## src/rtl/subtrator_bcd_serial.sv

```systemverilog
// Digit-serial BCD subtractor: diferenca = a - b - borrow_in over DIGITOS packed
// BCD digits, one digit per clock, least significant digit first.
// start/busy/done handshake (inicio/ocupado/pronto). The result registers are
// written as a whole on the edge into FIM and then hold until the next start.
module subtrator_bcd_serial #(
    parameter int DIGITOS = 4
) (
    input  logic                   clk,
    input  logic                   reset,
    input  logic                   inicio,
    input  logic [4*DIGITOS-1:0]   a,
    input  logic [4*DIGITOS-1:0]   b,
    input  logic                   borrow_in,
    output logic                   ocupado,
    output logic                   pronto,
    output logic [4*DIGITOS-1:0]   diferenca,
    output logic                   borrow_out,
    output logic                   invalido
);

    localparam int W  = 4 * DIGITOS;
    localparam int IW = (DIGITOS > 1) ? $clog2(DIGITOS) : 1;
    localparam logic [IW-1:0] LAST_IDX = IW'(DIGITOS - 1);

    localparam logic [1:0] ST_IDLE = 2'd0;
    localparam logic [1:0] ST_CALC = 2'd1;
    localparam logic [1:0] ST_FIM  = 2'd2;

    logic [1:0]    state_q, state_d;
    logic [W-1:0]  a_q, a_d;          // minuend, shifted right one digit per step
    logic [W-1:0]  b_q, b_d;          // subtrahend, shifted alongside a_q
    logic          brw_q, brw_d;
    logic [IW-1:0] idx_q, idx_d;
    logic [W-1:0]  res_q, res_d;      // partial result, digits enter at the top
    logic          inv_q, inv_d;      // latched "some operand digit > 9"
    logic [W-1:0]  diferenca_q, diferenca_d;
    logic          borrow_out_q, borrow_out_d;
    logic          invalido_q, invalido_d;

    // Per-digit validity of the incoming operands, evaluated when a start is accepted
    logic [DIGITOS-1:0] dig_bad;
    generate
        for (genvar gi = 0; gi < DIGITOS; gi++) begin : g_valid
            assign dig_bad[gi] = (a[gi*4 +: 4] > 4'd9) || (b[gi*4 +: 4] > 4'd9);
        end
    endgenerate

    // One-digit subtract with borrow on the digit currently at the bottom of the shifters
    logic [4:0] t_diff;
    logic [3:0] t_digit;
    always_comb begin
        t_diff  = {1'b0, a_q[3:0]} - {1'b0, b_q[3:0]} - {4'd0, brw_q};
        t_digit = t_diff[4] ? (t_diff[3:0] + 4'd10) : t_diff[3:0];
    end

    // Next-state and datapath control for IDLE -> CALC -> FIM -> IDLE
    always_comb begin
        state_d      = state_q;
        a_d          = a_q;
        b_d          = b_q;
        brw_d        = brw_q;
        idx_d        = idx_q;
        res_d        = res_q;
        inv_d        = inv_q;
        diferenca_d  = diferenca_q;
        borrow_out_d = borrow_out_q;
        invalido_d   = invalido_q;
        case (state_q)
            ST_IDLE: begin
                if (inicio) begin
                    a_d        = a;
                    b_d        = b;
                    brw_d      = borrow_in;
                    idx_d      = '0;
                    res_d      = '0;
                    inv_d      = |dig_bad;
                    invalido_d = 1'b0;
                    state_d    = ST_CALC;
                end
            end
            ST_CALC: begin
                a_d   = a_q >> 4;
                b_d   = b_q >> 4;
                brw_d = t_diff[4];
                res_d = (res_q >> 4) | (W'(t_digit) << (W - 4));
                idx_d = idx_q + IW'(1);
                if (idx_q == LAST_IDX) begin
                    // Publish the full result at once; bad operands force a zero result
                    state_d      = ST_FIM;
                    diferenca_d  = inv_q ? '0 : res_d;
                    borrow_out_d = inv_q ? 1'b0 : t_diff[4];
                    invalido_d   = inv_q;
                end
            end
            ST_FIM: begin
                state_d = ST_IDLE;
            end
            default: begin
                state_d = ST_IDLE;
            end
        endcase
    end

    // State and datapath registers; reset aborts any operation in flight
    always_ff @(posedge clk or posedge reset) begin
        if (reset) begin
            state_q      <= ST_IDLE;
            a_q          <= '0;
            b_q          <= '0;
            brw_q        <= 1'b0;
            idx_q        <= '0;
            res_q        <= '0;
            inv_q        <= 1'b0;
            diferenca_q  <= '0;
            borrow_out_q <= 1'b0;
            invalido_q   <= 1'b0;
        end else begin
            state_q      <= state_d;
            a_q          <= a_d;
            b_q          <= b_d;
            brw_q        <= brw_d;
            idx_q        <= idx_d;
            res_q        <= res_d;
            inv_q        <= inv_d;
            diferenca_q  <= diferenca_d;
            borrow_out_q <= borrow_out_d;
            invalido_q   <= invalido_d;
        end
    end

    assign ocupado    = (state_q == ST_CALC);
    assign pronto     = (state_q == ST_FIM);
    assign diferenca  = diferenca_q;
    assign borrow_out = borrow_out_q;
    assign invalido   = invalido_q;

endmodule
```

## config.mk

```make
export PLATFORM = sky130hd
export DESIGN_NAME = subtrator_bcd_serial
export DESIGN_NICKNAME = d
export VERILOG_FILES = /design/src/rtl/subtrator_bcd_serial.sv
export SDC_FILE = /design/constraint.sdc
export NUM_CORES = 1
export LEC_CHECK = 0
export ABC_AREA = 1
export CORE_ASPECT_RATIO = 0.5
export CORE_MARGIN = 10
export CORE_UTILIZATION = 40
export DETAILED_ROUTE_END_ITERATION = 7
export SLEW_MARGIN = 25
export SYNTH_ARGS = -nofsm -noshare
export SYNTH_HDL_FRONTEND = slang
export SYNTH_SLANG_ARGS = --single-unit
```

## constraint.sdc

```tcl
create_clock -name clk -period 3.4 [get_ports clk]
set_clock_uncertainty 0.05 [all_clocks]
set_input_delay 0.85 -clock clk [delete_from_list [all_inputs] [get_ports clk]]
set_output_delay 0.85 -clock clk [all_outputs]
set_load 0.02 [all_outputs]
```

==> results.toml <==
[global_route]
grt_busiest_layer = "met2"
antenna_found_initial = 0
grt_first_pass_wirelength_mm = 12.48
met2_usage_pct = 18.77
grt_max_degree = 40
grt.total_usage_pct = 12.39
first_global_vias = 2583
overflow = 0
use_met3_pct = 5.411
grt_use_met1_pct = 15.25

[logic_synthesis]
syn_nets = 397
synth-warning-count = 0
synth_mux_area_share_pct = 0
synth_edf_count = 0
syn_inst = 351
synth_compound_area_share_pct = 17.82
yosys_most_used_dff = "dfrtp_1"
synth.cell_area_um2 = 3208
synth-async-reset-ratio_pct = 100.0
synthMostInstantiatedCell = "nand2_1"
synth-seq-cells = 68
synth_top_area_share_pct = 53.04
yosysTopAreaCell = "dfrtp_1"
yosys.area_share.simple_pct = 14.51
synth_area_leaders = "dfrtp_1 53%, nand2_1 9.2%, inv_1 6.4%"
synth_top_family_by_area = "compound AO/OA/AOI/OAI gates"
synthAdderAreaFrac_pct = 4.368
seq_area_frac_synth_pct = 53.04
synth_xor_area_share_pct = 0.2730
synth_cell_types = 32
synth_common_cells = "79 x nand2_1, 68 x dfrtp_1, 55 x inv_1"
syn_avg_cell_area_um2 = 9.140

[sta]
rsz0062_at_grt = "false"
timing.max_slew.rel_slack_pct = 57.45
final.period_utilization_pct = 80.51
slew_viol_final = 0
max_freq_mhz = 365.3
holdWs_ns = 0.4300
worstMarginPinSlew_ns = 0.6373
final.setup.tns_ns = 0
hold_viol = 0
setup_viol = 0
fin_crit_ns = 2.737

[setup_path]
slowest_stage = "clkdlybuf4s50_1"
critPathKind = "register to primary output"
cp_top_family = "buffers and inverters"
path_cells = "inv_1 -> nand2_4 -> inv_2 -> clkdlybuf4s50_1"
worst-path-buf-inv = 3
cp.arrival_ns = 1.84
crit_fanout = 37
critPathLaunchType = "register"
crit_path_end_kind = "primary output"
slowest_delay_ns = 0.61
required_ns = 2.50

[placed_design]
place_area_um2 = 3819
routabilityCongestion = 0.7887
port_buffers = 55
detailed_place_hpwl_mm = 5.259

[route]
drc = 0
via_per_inst = 4.911
finalWirelength_mm = 7.335
initialDrtViolationCount = 132
wl_per_cell_um = 14.22
ant_nets = 0
vias = 2534
first_pass_iters = 4

[pwr]
power_density_nw_per_um2 = 1094
p_comb_share_pct = 47.5
ir_worst_vdd_mv = 0.3922
seqPwrFrac_pct = 29.9
clkPwrFrac_pct = 22.6
p_int_mw = 2.703
leakage_nw = 1.973
power_switching_mw = 1.841
swShare_pct = 40.51

[layout]
fillers = 666
layout-area-overhead-vs-synth_pct = 29.52
drive_gt1_share_pct = 9.559
final_core_util_pct = 54.89
fin_area_um2 = 4155
n_antenna_cell = 0
nNetsFinal = 449

[clock_network]
cts_max_path_buffers = 2
cts_tree = "done"
cts_setup_buffers = 0
clock_latency_ns = 0.33
clkTransAtPathRegs_ns = 0.05
cts_num_sinks = 68
cts_inserted_buffers = 9
cts-resized-gates = 0
cts-root-buf = "clkbuf_16"
hold_buffers = 0
htreeDepth = 3

[status]
outcome = "complete, no violations"

[die]
dieWidth_um = 146.7
start_util_pct = 42.38
num_rows = 22
die_h_um = 83.33
ios = 56
core_area_um2 = 7570
dieArea_um2 = 12220

[hold_path]
hold_class = "register to register"

[flow_run]
maxCapViolations = 0
logic make-up (layout without fill, tap and decap cells):
kind of cell | count (synthesis) | after routing
AO/OA/AOI/OAI | 89 | 89
flip-flops | 68 | 68
XOR/XNOR | 1 | 1
buffers and inverters | 74 | 131
AND/OR/NAND/NOR | 109 | 109
adder cells (fa/ha/maj) | 10 | 10
sequential cells by signal, indices dropped and copies added (netlist names):
name        flops
a_q            16
b_q            16
borrow_out      1
brw_q           1
diferenca      16
idx_q           2
inv_q           1
invalido        1
res_q          12
state_q         2
power groups by stage:
stage	registers (mW)	clock network [mW]	logic, mW
global route	1.40	1.08	2.46
finish	1.36	1.03	2.16
global placement	1.36	0	2.10
floorplan	1.43	0	1.52
CTS	1.36	1.05	2.18
detailed placement	1.37	0	2.16
cell type report:
type	count	area [um^2]	share of cell area (%)
clock inverter	4	70.07	1.686
timing repair buffer	57	578.1	13.91
inverter	58	217.7	5.239
clock buffer	12	266.5	6.414
sequential	68	1702	40.95
tap	108	135.1	3.252
multi-input combinational	209	1186	28.55
final timing paths:
| path | start | end | slack (ns) | cells after the start |
|---|---|---|---|---|
| min in group asynchronous | reset | diferenca[5]$_DFFE_PP0P_ | 0.88 | 2 |
| setup reg to reg | a_q[0]$_DFFE_PP0P_ | res_q[13]$_DFFE_PP0P_ | 1.08 | 11 |
| max in group asynchronous | reset | b_q[6]$_DFFE_PP0P_ | 1.78 | 3 |
| hold / removal | diferenca[6]$_DFFE_PP0P_ | diferenca[6]$_DFFE_PP0P_ | 0.43 | 2 |
| hold reg to reg | diferenca[6]$_DFFE_PP0P_ | diferenca[6]$_DFFE_PP0P_ | 0.43 | 2 |
| setup / recovery | state_q[1]$_DFFE_PP0P_ | ocupado | 0.66 | 4 |
placed cells by master, fill, tap and decap left out, types with 2 or more instances in the layout:
master and n:
dfrtp_1 68, a22o_1 5, nand3_1 9, a32o_1 2
clkbuf_8 3, bufinv_16 2, clkdlybuf4s50_1 55, nand2_2 2
o21ai_0 39, a21oi_1 7, clkbuf_16 9, o211ai_1 9
inv_1 54, o21ai_2 10, nand2_1 79, nor2_1 6
nor3_1 7, ha_1 8, clkinv_2 2, a221oi_1 5
inv_2 4, nand2_4 2, fa_1 2, o22ai_1 9
per-layer routing:
metal	share of wire [%]	vias up	wire length [um]
li1	-	1253	-
met1	47	1227	3434
met2	46	47	3407
met3	5.4	7	396
met4	1.3	0	97
met5	0	-	0
stage by stage:
step,total power [mW],instances,setup WS [ns]
floorplan,2.954,351,0.7885
detailed placement,3.529,500,0.7090
finish,4.544,516,0.6627
global route,4.940,516,0.5517
global placement,3.454,500,0.8068
CTS,4.583,516,0.6378
tightest hold or removal path, delay by kind of cell, from the launching register on:
kind            cells  cell delay [ns]
flops               1             0.34
simple gates        1             0.06
compound gates      1             0.05
Power figures use the tool's default switching activity.
